`src/rtl/instr_cycle_ctrl_pkg.sv`:
```
// Shared definitions for the 19-bit CPU instruction-cycle sequencer.
// The INTR state exists only when SEQ_INTR_EN is defined.
package cpu19_seq_pkg;

    typedef enum logic [2:0] {
        ST_IDLE   = 3'd0,
        ST_FETCH  = 3'd1,
        ST_DECODE = 3'd2,
`ifdef SEQ_INTR_EN
        ST_EXEC   = 3'd3,
        ST_INTR   = 3'd4
`else
        ST_EXEC   = 3'd3
`endif
    } seq_state_e;

    localparam logic [1:0] PH_FETCH  = 2'b00;
    localparam logic [1:0] PH_DECODE = 2'b01;
    localparam logic [1:0] PH_EXEC   = 2'b10;
    localparam logic [1:0] PH_INTR   = 2'b11;

    localparam logic [3:0] FETCH_LAST = 4'd1;
    localparam logic [3:0] DECODE_T   = 4'd2;
    localparam logic [3:0] EXEC_FIRST = 4'd3;
    localparam logic [3:0] INTR_LAST  = 4'd2;
    localparam logic [3:0] T_LAST     = 4'd15;

    // IDLE reports the fetch code so the phase bus idles at zero.
    function automatic logic [1:0] phase_of(seq_state_e st);
        logic [1:0] ph;
        ph = PH_FETCH;
        case (st)
            ST_DECODE: ph = PH_DECODE;
            ST_EXEC:   ph = PH_EXEC;
`ifdef SEQ_INTR_EN
            ST_INTR:   ph = PH_INTR;
`endif
            default:   ph = PH_FETCH;
        endcase
        return ph;
    endfunction

endpackage

```
`src/rtl/instr_cycle_ctrl_if.sv`:
```
// Control-unit / memory / interrupt handshake bundle of the instruction-cycle sequencer.
// master drives the requests; slave is the sequencer itself.
interface instr_cycle_ctrl_if;

    logic        start;
    logic        mem_busy;
    logic        sc_clr;
    logic        halt;
    logic        irq;
    logic        ien;
    logic [15:0] T;
    logic [1:0]  phase;
    logic        running;
    logic        instr_done;
    logic        int_ack;
    logic        seq_err;

    modport master (
        output start, mem_busy, sc_clr, halt, irq, ien,
        input  T, phase, running, instr_done, int_ack, seq_err
    );

    modport slave (
        input  start, mem_busy, sc_clr, halt, irq, ien,
        output T, phase, running, instr_done, int_ack, seq_err
    );

endinterface

```
`src/rtl/instr_cycle_ctrl_t_decoder.sv`:
```
// 4-to-16 one-hot timing decoder fed by the registered sequence counter.
// en low forces every timing line to zero.
module seq_t_decoder (
    input  logic [3:0]  cnt,
    input  logic        en,
    output logic [15:0] t
);

    always_comb begin
        t = '0;
        if (en) begin
            t[cnt] = 1'b1;
        end
    end

endmodule

```
`src/rtl/instr_cycle_ctrl.sv`:
```
// Instruction-cycle controller: sequences FETCH/DECODE/EXEC(/INTR) and the T0-T15 timing counter.
// Define SEQ_INTR_EN to build the interrupt cycle (INTR state, irq/ien sampling, int_ack).
module instr_cycle_ctrl
    import cpu19_seq_pkg::*;
(
    input  logic                CLK,
    input  logic                CLR_N,
    instr_cycle_ctrl_if.slave   bus
);

    seq_state_e state, state_nxt;
    logic [3:0] cnt, cnt_nxt;
    logic       done_q, done_nxt;
    logic       ack_q, ack_nxt;
    logic       err_q, err_set;
    logic       eoi;

`ifndef SEQ_INTR_EN
    logic unused_intr;
    assign unused_intr = bus.irq ^ bus.ien;
`endif

    always_ff @(posedge CLK) begin
        if (!CLR_N) begin
            state  <= ST_IDLE;
            cnt    <= '0;
            done_q <= 1'b0;
            ack_q  <= 1'b0;
            err_q  <= 1'b0;
        end else begin
            state  <= state_nxt;
            cnt    <= cnt_nxt;
            done_q <= done_nxt;
            ack_q  <= ack_nxt;
            err_q  <= err_q | err_set;
        end
    end

    always_comb begin
        state_nxt = state;
        cnt_nxt   = cnt;
        done_nxt  = 1'b0;
        ack_nxt   = 1'b0;
        err_set   = 1'b0;
        eoi       = 1'b0;

        case (state)
            ST_IDLE: begin
                if (bus.start) begin
                    state_nxt = ST_FETCH;
                    cnt_nxt   = '0;
                end
            end

            ST_FETCH: begin
                if (!bus.mem_busy) begin
                    if (cnt == FETCH_LAST) begin
                        state_nxt = ST_DECODE;
                        cnt_nxt   = DECODE_T;
                    end else begin
                        cnt_nxt = cnt + 4'd1;
                    end
                end
            end

            ST_DECODE: begin
                state_nxt = ST_EXEC;
                cnt_nxt   = EXEC_FIRST;
            end

            ST_EXEC: begin
                if (!bus.mem_busy) begin
                    if (bus.sc_clr) begin
                        eoi = 1'b1;
                    end else if (cnt == T_LAST) begin
                        // Overrun ends the instruction as if sc_clr arrived with halt low.
                        eoi     = 1'b1;
                        err_set = 1'b1;
                    end else begin
                        cnt_nxt = cnt + 4'd1;
                    end
                end
                if (eoi) begin
                    cnt_nxt  = '0;
                    done_nxt = 1'b1;
                    if (bus.sc_clr && bus.halt) begin
                        state_nxt = ST_IDLE;
`ifdef SEQ_INTR_EN
                    end else if (bus.irq && bus.ien) begin
                        state_nxt = ST_INTR;
                        ack_nxt   = 1'b1;
`endif
                    end else begin
                        state_nxt = ST_FETCH;
                    end
                end
            end

`ifdef SEQ_INTR_EN
            ST_INTR: begin
                if (!bus.mem_busy) begin
                    if (cnt == INTR_LAST) begin
                        state_nxt = ST_FETCH;
                        cnt_nxt   = '0;
                    end else begin
                        cnt_nxt = cnt + 4'd1;
                    end
                end
            end
`endif

            default: begin
                state_nxt = ST_IDLE;
                cnt_nxt   = '0;
            end
        endcase
    end

    seq_t_decoder u_t_decoder (
        .cnt (cnt),
        .en  (state != ST_IDLE),
        .t   (bus.T)
    );

    assign bus.phase      = phase_of(state);
    assign bus.running    = (state != ST_IDLE);
    assign bus.instr_done = done_q;
    assign bus.int_ack    = ack_q;
    assign bus.seq_err    = err_q;

endmodule

```
`src/flat_wrapper.sv`:
```
// flat-port wrapper written by rule: the top's interface ports become plain ports
module instr_cycle_ctrl_flat import cpu19_seq_pkg::*;
  (CLK, CLR_N, bus_start, bus_mem_busy, bus_sc_clr, bus_halt, bus_irq, bus_ien, bus_T, bus_phase, bus_running, bus_instr_done, bus_int_ack, bus_seq_err);
  instr_cycle_ctrl_if bus_i ();
  input  logic CLK;
  input  logic CLR_N;
  input wire logic [$bits(bus_i.start)-1:0] bus_start;
  input wire logic [$bits(bus_i.mem_busy)-1:0] bus_mem_busy;
  input wire logic [$bits(bus_i.sc_clr)-1:0] bus_sc_clr;
  input wire logic [$bits(bus_i.halt)-1:0] bus_halt;
  input wire logic [$bits(bus_i.irq)-1:0] bus_irq;
  input wire logic [$bits(bus_i.ien)-1:0] bus_ien;
  output wire logic [$bits(bus_i.T)-1:0] bus_T;
  output wire logic [$bits(bus_i.phase)-1:0] bus_phase;
  output wire logic [$bits(bus_i.running)-1:0] bus_running;
  output wire logic [$bits(bus_i.instr_done)-1:0] bus_instr_done;
  output wire logic [$bits(bus_i.int_ack)-1:0] bus_int_ack;
  output wire logic [$bits(bus_i.seq_err)-1:0] bus_seq_err;
  assign bus_i.start = bus_start;
  assign bus_i.mem_busy = bus_mem_busy;
  assign bus_i.sc_clr = bus_sc_clr;
  assign bus_i.halt = bus_halt;
  assign bus_i.irq = bus_irq;
  assign bus_i.ien = bus_ien;
  assign bus_T = bus_i.T;
  assign bus_phase = bus_i.phase;
  assign bus_running = bus_i.running;
  assign bus_instr_done = bus_i.instr_done;
  assign bus_int_ack = bus_i.int_ack;
  assign bus_seq_err = bus_i.seq_err;
  instr_cycle_ctrl u_core (.CLK(CLK), .CLR_N(CLR_N), .bus(bus_i));
endmodule
```
`config.mk`:
```
export PLATFORM = sky130hd
export DESIGN_NAME = instr_cycle_ctrl_flat
export DESIGN_NICKNAME = d
export VERILOG_FILES = /design/src/rtl/instr_cycle_ctrl_pkg.sv /design/src/rtl/instr_cycle_ctrl_if.sv /design/src/rtl/instr_cycle_ctrl_t_decoder.sv /design/src/rtl/instr_cycle_ctrl.sv /design/src/flat_wrapper.sv
export SDC_FILE = /design/constraint.sdc
export NUM_CORES = 1
export LEC_CHECK = 0
export ABC_AREA = 0
export CORE_ASPECT_RATIO = 1.1
export CORE_MARGIN = 4
export CORE_UTILIZATION = 30
export DETAILED_ROUTE_END_ITERATION = 7
export PLACE_DENSITY = 0.72
export SLEW_MARGIN = 0
export SYNTH_ARGS = -nofsm -noshare
export SYNTH_HDL_FRONTEND = slang
export SYNTH_HIERARCHICAL = 1
export SYNTH_SLANG_ARGS = --single-unit
```
`constraint.sdc`:
```
create_clock -name CLK -period 1.75 [get_ports CLK]
set_clock_uncertainty 0.2 [all_clocks]
set_input_delay 0.525 -clock CLK [delete_from_list [all_inputs] [get_ports CLK]]
set_output_delay 0.525 -clock CLK [all_outputs]
set_load 0.1 [all_outputs]
```
Yosys cells after proc, flatten, opt, wreduce, memory -nomap -nowiden
Cells that the tools add are included.

cells by class
  equality and inequality tests = 12
  $add $sub $neg = 1
  shift operators = 0
  bitwise gates (word level) = 1
  reductions and logical operators = 7
  div/mod/pow operators = 0
  $mul = 0
  mux-type cells = 26
  $lt $le $gt $ge = 2

operators with widths
  cell                                                        count
  2-to-1 mux 4 bit                                            7
  2-to-1 mux 16 bit                                           1
  case mux 4 bit (4 select lines)                             1
  2-to-1 mux 3 bit                                            4
  case mux 3 bit (4 select lines)                             1
  2-to-1 mux 1 bit                                            10
  == test 3 x 2 -> 1 bit, second input constant               2
  != test 3 x 2 -> 1 bit, second input constant               2
  less-than comparator 4 x 5 -> 1 bit, second input constant  1
  AND reduction 5 bit                                         1
  adder 4 x 1 -> 4 bit, second input constant                 1
  demux 1 bit (select 4 bit)                                  1
  == test 4 x 1 -> 1 bit, second input constant               1
  == test 4 bit, second input constant                        1
  >= comparator 4 x 1 -> 1 bit, second input constant         1
  != test 2 x 1 -> 1 bit, second input constant               2
  != test 2 bit, second input constant                        2
  case mux 2 bit (2 select lines)                             1
  AND reduction 4 bit                                         1
  == test 3 x 1 -> 1 bit, second input constant               1
  logical NOT 3 bit                                           1
  != test 3 bit, second input constant                        1
  nonzero test 3 bit                                          1
  logical AND 1 bit                                           2
  2 further kinds                                             2

word-level totals
  RAM bits = 0
  bits in read-only memories = 0
  latch bits = 0
  output and inout bits = 22
  flip-flop bits (word level) = 9
  memories = 0

Logic depth before layout (Yosys ltp)
Gate-level depths: netlist of the first run.

  depth after elaboration = 7
  mapped depth = 6
  depth with buffers taken out = 6

Cells and area by module
The synthesis of the first run kept the hierarchy.

by module, submodules not included
  module            instances  cells an instance  area each (sq um)
  instr_cycle_ctrl  1          64                 548.0
  seq_t_decoder     1          23                 117.6

Worst setup path before layout of the first run
OpenSTA, ideal clock, no wires.

  path type = register to output
  start = register u_core.state[0]
  end = output port bus_T[12]
  cell stages (with the launch flop) = 6
  required time = 1.025 ns
  arrival = 3.672 ns
  setup slack = -2.647 ns
  path through = dfxtp_1 -> inv_1 -> ha_1 -> inv_1 -> nand3_1 -> nor3_1

between the ends
  word-level cells in the longest chain between the ends = 2

ends and longest elaborated chain
  item                    RTL line                          text
  start, declared         instr_cycle_ctrl.sv:11            seq_state_e state, state_nxt;
  start signal, assigned  instr_cycle_ctrl.sv:31            state <= state_nxt;
  nonzero test 3 bit      --
  named net bus_running   flat_wrapper.sv:15                output wire logic [$bits(bus_i.running)-1:0] bus_running;
  2-to-1 mux 16 bit       instr_cycle_ctrl_t_decoder.sv:11  if (en) begin
  end, declared           flat_wrapper.sv:13                output wire logic [$bits(bus_i.T)-1:0] bus_T;

The timed path passes the listed nets, and every way through them passes these cells.

Worst setup path in the final report of the first run
  start = register u_core.state[1]
  end = output port bus_T[11]

between the ends
  word-level cells in the longest chain between the ends = 2

ends and longest elaborated chain
  item                RTL line                          text
  nonzero test 3 bit  instr_cycle_ctrl.sv:121           .en (state != ST_IDLE),
  2-to-1 mux 16 bit   instr_cycle_ctrl_t_decoder.sv:11

No other way between the ends.

==> impl_results.md, run 1 <==
- Count leader, synth: nor2_1
- Synth cell types: 36
- Share of total power in combinational logic: 84.4%
- Yosys Warn Count: 6
- Reg clk slew, reported paths: 0.06 ns
- Wire per inst: 20.2 um
- Required time of the worst setup path: 1.02 ns
- Sw frac: 50.3%
- Dominant synthesized flop cell: dfxtp_1
- Clock Sinks: 8
- Die H: 57.4 um
- Seq pwr share: 9.8%
- Hold-fix buffers, CTS: 0
- Cell taking the most area after synthesis: dfxtp_1
- Clock power share: 5.8%
- Antenna Cells: 0
- Final Setup Violations: 25
- Syn_nets: 101
- Via-per-instance ratio: 5.72
- Setup CP Type: flop to output pin
- Status: finished with violations
- Largest net degree at the start of global routing: 9
- Final Critical Period: 2.50 ns
- Final WS setup: -0.751 ns
- Internal power: 1.36 mW
- Initial DRT Pass Iterations: 4
- Syn Std Cell Area: 666 sq um
- Top-area cell type share of the netlist area: 24.1%
- Number of routed nets with antenna violations: 0
- Gpl congestion: 0.879
- Drt drc: 0
- Die width: 52.9 um
- Vias in the first global route: 1001
- Synth Area per Inst: 7.65 sq um
- Floorplan core area: 2060 sq um
- Worst setup path endpoint: bus_T[11]
- Final hold slack: 0.397 ns
- Post-Route WL: 3800 um
- Clk Latency, worst-skew pair: 0.26 ns
- Pwr Density: 1440 nW/um^2
- Max Buffers Root-to-Sink: 2
- CP startpoint: u_core/state[1]
- TritonCTS clock tree: built
- Hold Fails Final Rpt: 0
- Register area share after synthesis: 24.1%
- Crit-path max FO: 5
- Post-synth EDFFs: 0
- Max Slew Vio Count: 0
- Pre-CTS setup slack: -0.613 ns
- Async set-or-reset flop fraction in the synthesized netlist: 0%
- GRT overflow: 0
- TNS Setup: -12.14 ns
- Failing checks: negative setup slack
- Synth top area cells: dfxtp_1 (24%), ha_1 (11%), nor2_1 (8.5%)
- Peak VDD IR: 1630 uV
- Via count: 1076
- Pleak: 0.708 nW
- Design area: 1900 sq um
- Cells after Synth: 87
- Post-synth top cells: nor2_1 (15), dfxtp_1 (8), nand2_1 (8)
- Placed Area: 1610 sq um
- Tot GR Track Use: 22.0%
- Fmax: 400 MHz
- Clock buffer count from CTS: 3
- Area grow syn2layout: 185%
- Layout cell share with drive strength beyond 1: 71.9%
- Die footprint: 3040 sq um
- Post-DP HPWL: 2100 um
- Worst Hold Class: flop to flop
- Nature of the critical path startpoint: flop
- Crit Reg-Reg Startpoint: u_core/cnt[0]
- Final period utilization: 143%
- Switching power: 1.38 mW
- R2R depth: 7
- Post-synthesis register bit count: 8
- Endpoint class of the critical path: output pin
- First-pass GRT wire length: 4970 um
- Max Cap Viol: 0
- Port bufs: 26
- Unrepaired setup endpoints after global routing: true
- Root Buffer: clkbuf_4
- Initial DRC count: 48
- Final #Nets: 176
- Initial Utilization: 32.3%
- H-tree depth: 1
- Num ports: 30
- Crit path DAT: 1.78 ns
- RR Endpoint: u_core/cnt[3]
- Initial antenna violation count: 0
- Flop2flop setup slack: -0.18 ns
- Rows: 17
==> cell usage in the layout (no fill, tap or decap), types with 2 or more instances in the layout <==
cell type | Yosys | final
buf_12 | 0 | 22
nand2_1 | 8 | 8
nand2b_1 | 3 | 3
buf_6 | 0 | 13
clkbuf_4 | 0 | 3
inv_1 | 7 | 3
o21ai_1 | 0 | 2
ha_4 | 0 | 6
nor2_4 | 0 | 13
or3b_4 | 1 | 2
buf_4 | 1 | 32
dfxtp_1 | 8 | 3
a21oi_1 | 3 | 2
nor2_1 | 15 | 2
dfxtp_2 | 0 | 3
nand3b_1 | 2 | 2
nor3_4 | 0 | 4
dfxtp_4 | 0 | 2
clkdlybuf4s50_1 | 0 | 3
inv_2 | 0 | 3
a211oi_1 | 2 | 2
==> logic make-up (layout without fill, tap and decap cells) <==
| logic type | count (synthesis) | count (layout) | share of synthesized area [%] |
|---|---|---|---|
| and+or+nand+nor | 42 | 42 | 33.6 |
| AOI/OAI and AO/OA | 21 | 21 | 24.6 |
| buffers and inverters | 9 | 82 | 5.83 |
| other | 1 | 1 | 0.563 |
| DFF | 8 | 8 | 24.1 |
| adders and majority gates | 6 | 6 | 11.3 |
==> state kept, by name, summed over array words and instances (netlist names) <==
register,count
u_core/state,2
u_core/bus.instr_done,1
u_core/cnt,4
u_core/bus.seq_err,1
==> per-stage QoR <==
step                utilization [%]  power, mW  std cells
CTS                            86.4       2.40        183
global placement               78.0       2.02        177
finish                         91.9       2.74        188
global route                   91.9       2.83        188
detailed placement             78.0       2.07        177
floorplan                         -       1.28         87
==> cell type report <==
| class | count | area, sq um |
|---|---|---|
| repair buffers | 72 | 876 |
| fillers | 66 | 166 |
| well taps | 28 | 35.0 |
| clock buffers | 3 | 22.5 |
| multi-input cells | 70 | 762 |
| flip-flops and latches | 8 | 171 |
| inverters | 7 | 30.0 |
==> worst min-delay path by stage <==
stage	cells past startpoint	slack, ns	end	startpoint
2_1_floorplan	2	0.32	u_core/state[0]	u_core/state[0]
3_3_place_gp	2	0.34	u_core/bus.seq_err	u_core/bus.seq_err
3_5_place_dp	2	0.34	u_core/bus.seq_err	u_core/bus.seq_err
4_1_cts	2	0.36	u_core/bus.seq_err	u_core/bus.seq_err
5_1_grt	2	0.44	u_core/bus.seq_err	u_core/bus.seq_err
6_report	2	0.40	u_core/bus.seq_err	u_core/bus.seq_err
==> layer usage <==
metal	vias to the layer above	track usage, %	wire length (um)
li1	470	-	-
met1	505	22.9	1320
met2	82	39.5	2030
met3	19	4.70	277
met4	0	12.0	172
met5	-	0	0
==> timing repair <==
item | in CTS | in global routing
setup endpoints to repair | 25 | 26
resized for setup | 34 | 16
setup buffers | 3 | 7
pin swaps | 13 | 12
==> power by group through the flow <==
stage | Clock, mW | Combinational [mW] | Sequential [mW]
detailed placement | 0 | 1.81 | 0.255
global placement | 0 | 1.77 | 0.253
CTS | 0.152 | 1.98 | 0.263
finish | 0.159 | 2.31 | 0.270
global route | 0.172 | 2.39 | 0.272
floorplan | 0 | 0.972 | 0.305
==> critical path: stages, from the launching register on <==
cell        delay, ns
dfxtp_2          0.35
inv_2            0.06
ha_4             0.17
clkinvlp_4       0.08
buf_6            0.11
nand3b_1         0.21
buf_6            0.22
nor2_4           0.12
buf_12           0.18
Note: power is estimated with default switching activity, not from simulation.
==> inputs of run 2 (changes only) <==
--- a/config.mk
+++ b/config.mk
@@ -9,9 +9,10 @@
 export CORE_ASPECT_RATIO = 1.1
 export CORE_MARGIN = 4
 export CORE_UTILIZATION = 30
+export CTS_BUF_LIST = sky130_fd_sc_hd__clkbuf_8
 export DETAILED_ROUTE_END_ITERATION = 7
 export PLACE_DENSITY = 0.72
-export SLEW_MARGIN = 0
+export SLEW_MARGIN = 20
 export SYNTH_ARGS = -nofsm -noshare
 export SYNTH_HDL_FRONTEND = slang
 export SYNTH_HIERARCHICAL = 1
==> run 2 against run 1 <==
Net effect: the run still ends with negative setup slack left; via count is 13% higher; cell count is 3.7% higher; clock power is 55% higher; worst hold slack better by 0.048 ns; maximum frequency is 0.25% lower; wire length is 28% higher; combinational power is 4% higher; critical path type unchanged; critical endpoint is now bus_T[1].
==> impl_results.md, run 2 (same netlist as run 1, synthesis figures left out) <==
- Crit path DAT: 1.78 ns (about the same)
- Most frequent cells in the layout: buf_4 (42), buf_12 (22), nor2_4 (13) (was buf_4 (32), buf_12 (22), buf_6 (13), nor2_4 (13), nand2_1 (8))
- Die width: 52.9 um (unchanged)
- Area grow syn2layout: 192% (was 185%)
- Layout cell share with drive strength beyond 1: 75.4% (was 71.9%)
- Biggest register: u_core/cnt (unchanged)
- Crit Reg-Reg Startpoint: u_core/cnt[2] (was u_core/cnt[0])
- Post-Route WL: 4870 um (was 3800 um)
- Max FFs per register: 4 (unchanged)
- Port bufs: 26 (unchanged)
- Biggest regs: u_core/cnt (4), u_core/state (2) (unchanged)
- TritonCTS clock tree: built (unchanged)
- Final WS setup: -0.757 ns (was -0.751 ns)
- Rows: 17 (unchanged)
- Initial DRC count: 46 (was 48)
- Largest net degree at the start of global routing: 9 (unchanged)
- Final Critical Period: 2.51 ns (was 2.50 ns)
- Pleak: 0.748 nW (was 0.708 nW)
- Share of total power in combinational logic: 82.4% (was 84.4%)
- Final period utilization: 143% (about the same)
- Via count: 1214 (was 1076)
- Pre-CTS setup slack: -0.613 ns (unchanged)
- Tot GR Track Use: 23.2% (was 22.0%)
- Final Setup Violations: 26 (was 25)
- Sw frac: 50.7% (was 50.3%)
- Antenna Cells: 0 (unchanged)
- GRT overflow: 0 (unchanged)
- Max Slew Vio Count: 0 (unchanged)
- RR Endpoint: u_core/state[1] (was u_core/cnt[3])
- Clock power share: 8.4% (was 5.8%)
- Hold-fix buffers, CTS: 0 (unchanged)
- CP max stage cell: or3b_4 (was dfxtp_2)
- Via-per-instance ratio: 6.23 (was 5.72)
- Floorplan core area: 2060 sq um (unchanged)
- Fmax: 399 MHz (was 400 MHz)
- Vias in the first global route: 1054 (was 1001)
- Setup CP Type: flop to output pin (unchanged)
- Max Buffers Root-to-Sink: 2 (unchanged)
- Internal power: 1.44 mW (was 1.36 mW)
- Root Buffer: clkbuf_8 (was clkbuf_4)
- Unrepaired setup endpoints after global routing: true (unchanged)
- Max stage delay on crit path: 0.42 ns (was 0.35 ns)
- Hold Fails Final Rpt: 0 (unchanged)
- Clock Sinks: 8 (unchanged)
- PnR Total Power: 2.91 mW (was 2.74 mW)
- Post-DP HPWL: 2100 um (unchanged)
- Wire per inst: 25.0 um (was 20.2 um)
- Hold Path Stages: 2 (unchanged)
- Number of routed nets with antenna violations: 0 (unchanged)
- Max Cap Viol: 0 (unchanged)
- Endpoint class of the critical path: output pin (unchanged)
- Initial Utilization: 32.3% (unchanged)
- Post-layout util: 94.1% (was 91.9%)
- Min-Delay Endpoint: u_core/cnt[0] (was u_core/bus.seq_err)
- Fillers: 47 (was 66)
- Crit-path max FO: 3 (was 5)
- Switching power: 1.48 mW (was 1.38 mW)
- Status: finished with violations (unchanged)
- Commonest non-fill, non-tap cell in the layout: buf_4 (unchanged)
- H-tree depth: 1 (unchanged)
- First-pass GRT wire length: 5180 um (was 4970 um)
- Seq. cell area: 170 sq um (was 171 sq um)
- Min-delay src: u_core/cnt[0] (was u_core/bus.seq_err)
- Final hold slack: 0.445 ns (was 0.397 ns)
- Seq pwr share: 9.1% (was 9.8%)
- Required time of the worst setup path: 1.02 ns (about the same)
- Die footprint: 3040 sq um (unchanged)
- Num ports: 30 (unchanged)
- Gpl congestion: 0.879 (unchanged)
- Area of the multi-input gates: 751 sq um (was 762 sq um)
- CP Cell Sequence: inv_2 > ha_4 > clkinvlp_4 > or3b_4 > buf_12 > nor2_4 > buf_12 (was inv_2 > ha_4 > clkinvlp_4 > buf_6 > nand3b_1 > buf_6 > nor2_4 > buf_12)
- CP startpoint: u_core/state[0] (was u_core/state[1])
- Clock buffer count from CTS: 3 (unchanged)
- Die H: 57.4 um (unchanged)
- Nature of the critical path startpoint: flop (unchanged)
- Initial antenna violation count: 0 (unchanged)
- Failing checks: negative setup slack (unchanged)
- Flop2flop setup slack: -0.38 ns (was -0.18 ns)
- Worst Hold Class: flop to flop (unchanged)
- Drt drc: 0 (unchanged)
- R2R depth: 7 (unchanged)
- Peak VDD IR: 1360 uV (was 1630 uV)
- Most used cell, CP: buf_12 (was buf_6)
- Initial DRT Pass Iterations: 4 (unchanged)
- Final #Nets: 183 (was 176)
- Pwr Density: 1500 nW/um^2 (was 1440 nW/um^2)
- Clk Latency, worst-skew pair: 0.24 ns (was 0.26 ns)
- Reg clk slew, reported paths: 0.04 ns (was 0.06 ns)
[run 2: routing by layer]
layer / up-vias / track usage, % / part of all wire, %
met2: 115 / 44.7 / 48
met5: - / 0 / 0
met3: 53 / 3.39 / 9.0
met1: 567 / 22.7 / 34
li1: 479 / - / -
met4: 0 / 12.4 / 8.5
[run 2: through the flow]
stage,setup TNS [ns],instances,area [sq um]
floorplan,-18.29,87,820
finish,-12.45,195,1940
global route,-13.25,195,1940
global placement,-7.57,177,1610
CTS,-10.11,185,1820
detailed placement,-8.26,177,1610
[run 2: worst max-delay path by stage]
stage,depth (start not counted),to,slack [ns]
final,7,bus_T[1],-0.76
after global routing,8,bus_T[7],-0.81
after CTS,7,bus_T[2],-0.65
after detailed placement,5,u_core/state[0],-0.61
after global placement,5,u_core/state[1],-0.52
after floorplan,5,bus_T[0],-1.20
[run 2: power groups by stage]
stage | combinational (mW) | sequential, mW | clock, mW
floorplan | 0.972 | 0.305 | 0
global placement | 1.77 | 0.253 | 0
detailed placement | 1.81 | 0.255 | 0
CTS | 2.02 | 0.262 | 0.234
global route | 2.44 | 0.266 | 0.260
finish | 2.40 | 0.266 | 0.246
[run 2: layout make-up]
type,count,area share [%]
Tap cell,28,1.80
Multi-Input combinational cell,70,38.7
Clock buffer,3,2.13
Sequential cell,8,8.76
Inverter,7,1.68
Timing Repair Buffer,79,47.0
[run 2: critical path, delay by kind of cell (launching register included)]
| kind | cells | cell delay [ns] |
|---|---|---|
| adder cells (fa/ha/maj) | 1 | 0.17 |
| AND/OR/NAND/NOR | 2 | 0.53 |
| flip-flops | 1 | 0.34 |
| buffers and inverters | 4 | 0.48 |
[run 2: timing repair]
action	4_1_cts	5_1_grt
buffers inserted	7	12
pin swaps	17	13
resized for setup	39	12
endpoints found under the hold margin	0	0
endpoints found under the setup margin	25	25
==> inputs of run 3 (changes only) <==
--- a/config.mk
+++ b/config.mk
@@ -17,3 +17,4 @@
 export SYNTH_HDL_FRONTEND = slang
 export SYNTH_HIERARCHICAL = 1
 export SYNTH_SLANG_ARGS = --single-unit
+export TNS_END_PERCENT = 30
==> run 3 against run 2 <==
Net effect: sequential cell count did not move; the run still ends with negative setup slack left; highest routed layer unchanged; non-clock buffer count is 13 lower; register-to-register slack better by 0.17 ns; core utilization is 7.9 points lower; count of clock-buffer cells in the layout is the same; worst hold slack worse by 0.093 ns; largest cell class unchanged; die area unchanged; clock power down 5%; cell count fell by 6.7%; sequential power shrank 2%; first-iteration DRC count down 59%; global-route usage is 1.4 points lower.
==> impl_results.md, run 3 (same netlist as run 1, synthesis figures left out) <==
- TNS Setup: -10.86 ns (was -12.45 ns)
- Biggest register: u_core/cnt (unchanged)
- Post-layout util: 86.2% (was 94.1%)
- # placed instances: 173 (was 177)
- Die H: 57.4 um (unchanged)
- Post-Route WL: 3410 um (was 4870 um)
- Flop2flop setup slack: -0.21 ns (was -0.38 ns)
- GRT overflow: 0 (unchanged)
- Failing checks: negative setup slack (unchanged)
- Post-DP HPWL: 2070 um (was 2100 um)
- Layout cell share with drive strength beyond 1: 66.2% (was 75.4%)
- Via count: 985 (was 1214)
- Status: finished with violations (unchanged)
- Final WS setup: -0.688 ns (was -0.757 ns)
- Hold Fails Final Rpt: 0 (unchanged)
- Nature of the critical path startpoint: flop (unchanged)
- CP Buf/Inv Count: 4 (unchanged)
- Crit-path max FO: 3 (unchanged)
- Root Buffer: clkbuf_8 (unchanged)
- Crit path DAT: 1.71 ns (was 1.78 ns)
- Final hold slack: 0.352 ns (was 0.445 ns)
- Die width: 52.9 um (unchanged)
- Biggest regs: u_core/cnt (4), u_core/state (2) (unchanged)
- Rows: 17 (unchanged)
- Fmax: 410 MHz (was 399 MHz)
- Max Cap Viol: 0 (unchanged)
- Min-Delay Endpoint: u_core/bus.seq_err (was u_core/cnt[0])
- Tot GR Track Use: 21.8% (was 23.2%)
- Final period utilization: 139% (was 143%)
- Antenna Cells: 0 (unchanged)
- Max FFs per register: 4 (unchanged)
- Crit Reg-Reg Startpoint: u_core/cnt[1] (was u_core/cnt[2])
- Clock Sinks: 8 (unchanged)
- Clock buffer count from CTS: 3 (unchanged)
- Final #Nets: 170 (was 183)
- Max Buffers Root-to-Sink: 2 (unchanged)
- TritonCTS clock tree: built (unchanged)
- H-tree depth: 1 (unchanged)
- Initial DRT Pass Iterations: 4 (unchanged)
- Reg clk slew, reported paths: 0.04 ns (about the same)
- Gpl congestion: 0.870 (was 0.879)
- Drt drc: 0 (unchanged)
- Endpoint class of the critical path: output pin (unchanged)
- Initial DRC count: 19 (was 46)
- Wire per inst: 18.7 um (was 25.0 um)
- RR Endpoint: u_core/state[0] (was u_core/state[1])
- Max stage delay on crit path: 0.42 ns (about the same)
- CP Cell Sequence: inv_2 > ha_4 > clkinvlp_4 > or3b_4 > buf_4 > nor2_4 > buf_12 (was inv_2 > ha_4 > clkinvlp_4 > or3b_4 > buf_12 > nor2_4 > buf_12)
- Required time of the worst setup path: 1.02 ns (about the same)
- Num ports: 30 (unchanged)
- Final Critical Period: 2.44 ns (was 2.51 ns)
- Peak VDD IR: 1390 uV (was 1360 uV)
- Unrepaired setup endpoints after global routing: true (unchanged)
- R2R depth: 7 (unchanged)
- Largest net degree at the start of global routing: 10 (was 9)
- Vias in the first global route: 988 (was 1054)
- Cell Count, Final, Fillers Out: 182 (was 195)
- Area grow syn2layout: 167% (was 192%)
- First-pass GRT wire length: 4770 um (was 5180 um)
- Clk Latency, worst-skew pair: 0.24 ns (about the same)
- Die footprint: 3040 sq um (unchanged)
- Port bufs: 26 (unchanged)
- Worst Hold Class: flop to flop (unchanged)
- Initial antenna violation count: 0 (unchanged)
- Via-per-instance ratio: 5.41 (was 6.23)
- Pleak: 0.687 nW (was 0.748 nW)
- Max Slew Vio Count: 0 (unchanged)
- Min-delay src: u_core/bus.seq_err (was u_core/cnt[0])
- Pre-CTS setup slack: -0.602 ns (was -0.613 ns)
- Pwr Density: 1470 nW/um^2 (was 1500 nW/um^2)
- Floorplan core area: 2060 sq um (unchanged)
- Number of routed nets with antenna violations: 0 (unchanged)
- Hold Path Stages: 2 (unchanged)
- Setup CP Type: flop to output pin (unchanged)
- CP max stage cell: or3b_4 (unchanged)
- Commonest non-fill, non-tap cell in the layout: buf_4 (unchanged)
- Delay-heaviest family, CP: simple AND/OR/NAND/NOR gates (unchanged)
- Final Setup Violations: 25 (was 26)
- Most frequent cells in the layout: buf_4 (31), buf_12 (22), nor2_4 (13) (was buf_4 (42), buf_12 (22), nor2_4 (13))
- Initial Utilization: 32.3% (unchanged)
==> run 3: metal layers <==
layer	share of wire, %	wire [um]	track usage (%)
met2	53	1820	41.0
met5	0	0	0
met3	6.5	221	4.70
met1	35	1210	21.6
met4	4.6	156	11.3
==> run 3: through the flow <==
step | power (mW) | cell area [sq um]
6_report | 2.61 | 1780
5_1_grt | 2.72 | 1780
4_1_cts | 2.44 | 1720
3_5_place_dp | 2.01 | 1540
3_3_place_gp | 1.97 | 1540
2_1_floorplan | 1.27 | 790
==> run 3: power breakdown <==
part,internal (mW),leakage (nW),switching (mW)
sequential,0.227,0.0666,0.0335
combinational,0.946,0.599,1.17
clock,0.150,0.0216,0.0831
==> run 3: layout make-up <==
class                      instances  area (sq um)
tap                               28          35.0
timing repair buffer              66           818
fill                              98           285
clock buffer                       3          41.3
sequential                         8           165
multi-input combinational         70           688
inverter                           7          30.0
==> run 3: repair_timing <==
item,CTS,global route
hold buffers,0,0
buffers inserted,5,2
setup endpoints to repair,25,26
gates resized for setup,24,11
cloned,0,0
pin swaps,9,4
==> run 3: how the worst max path moves through the flow <==
stage | startpoint | to | cells past startpoint
detailed placement | bus_mem_busy | u_core/state[0] | 5
global placement | bus_mem_busy | u_core/state[1] | 5
global route | u_core/state[0] | bus_T[0] | 6
floorplan | u_core/state[0] | bus_T[0] | 5
finish | u_core/state[1] | bus_T[3] | 7
CTS | u_core/state[1] | bus_T[0] | 6
==> run 3: worst min-delay path, cell delays in order, from the launching register on <==
cell	delay [ns]
dfxtp_1	0.38
a41oi_1	0.06
nor2_1	0.08
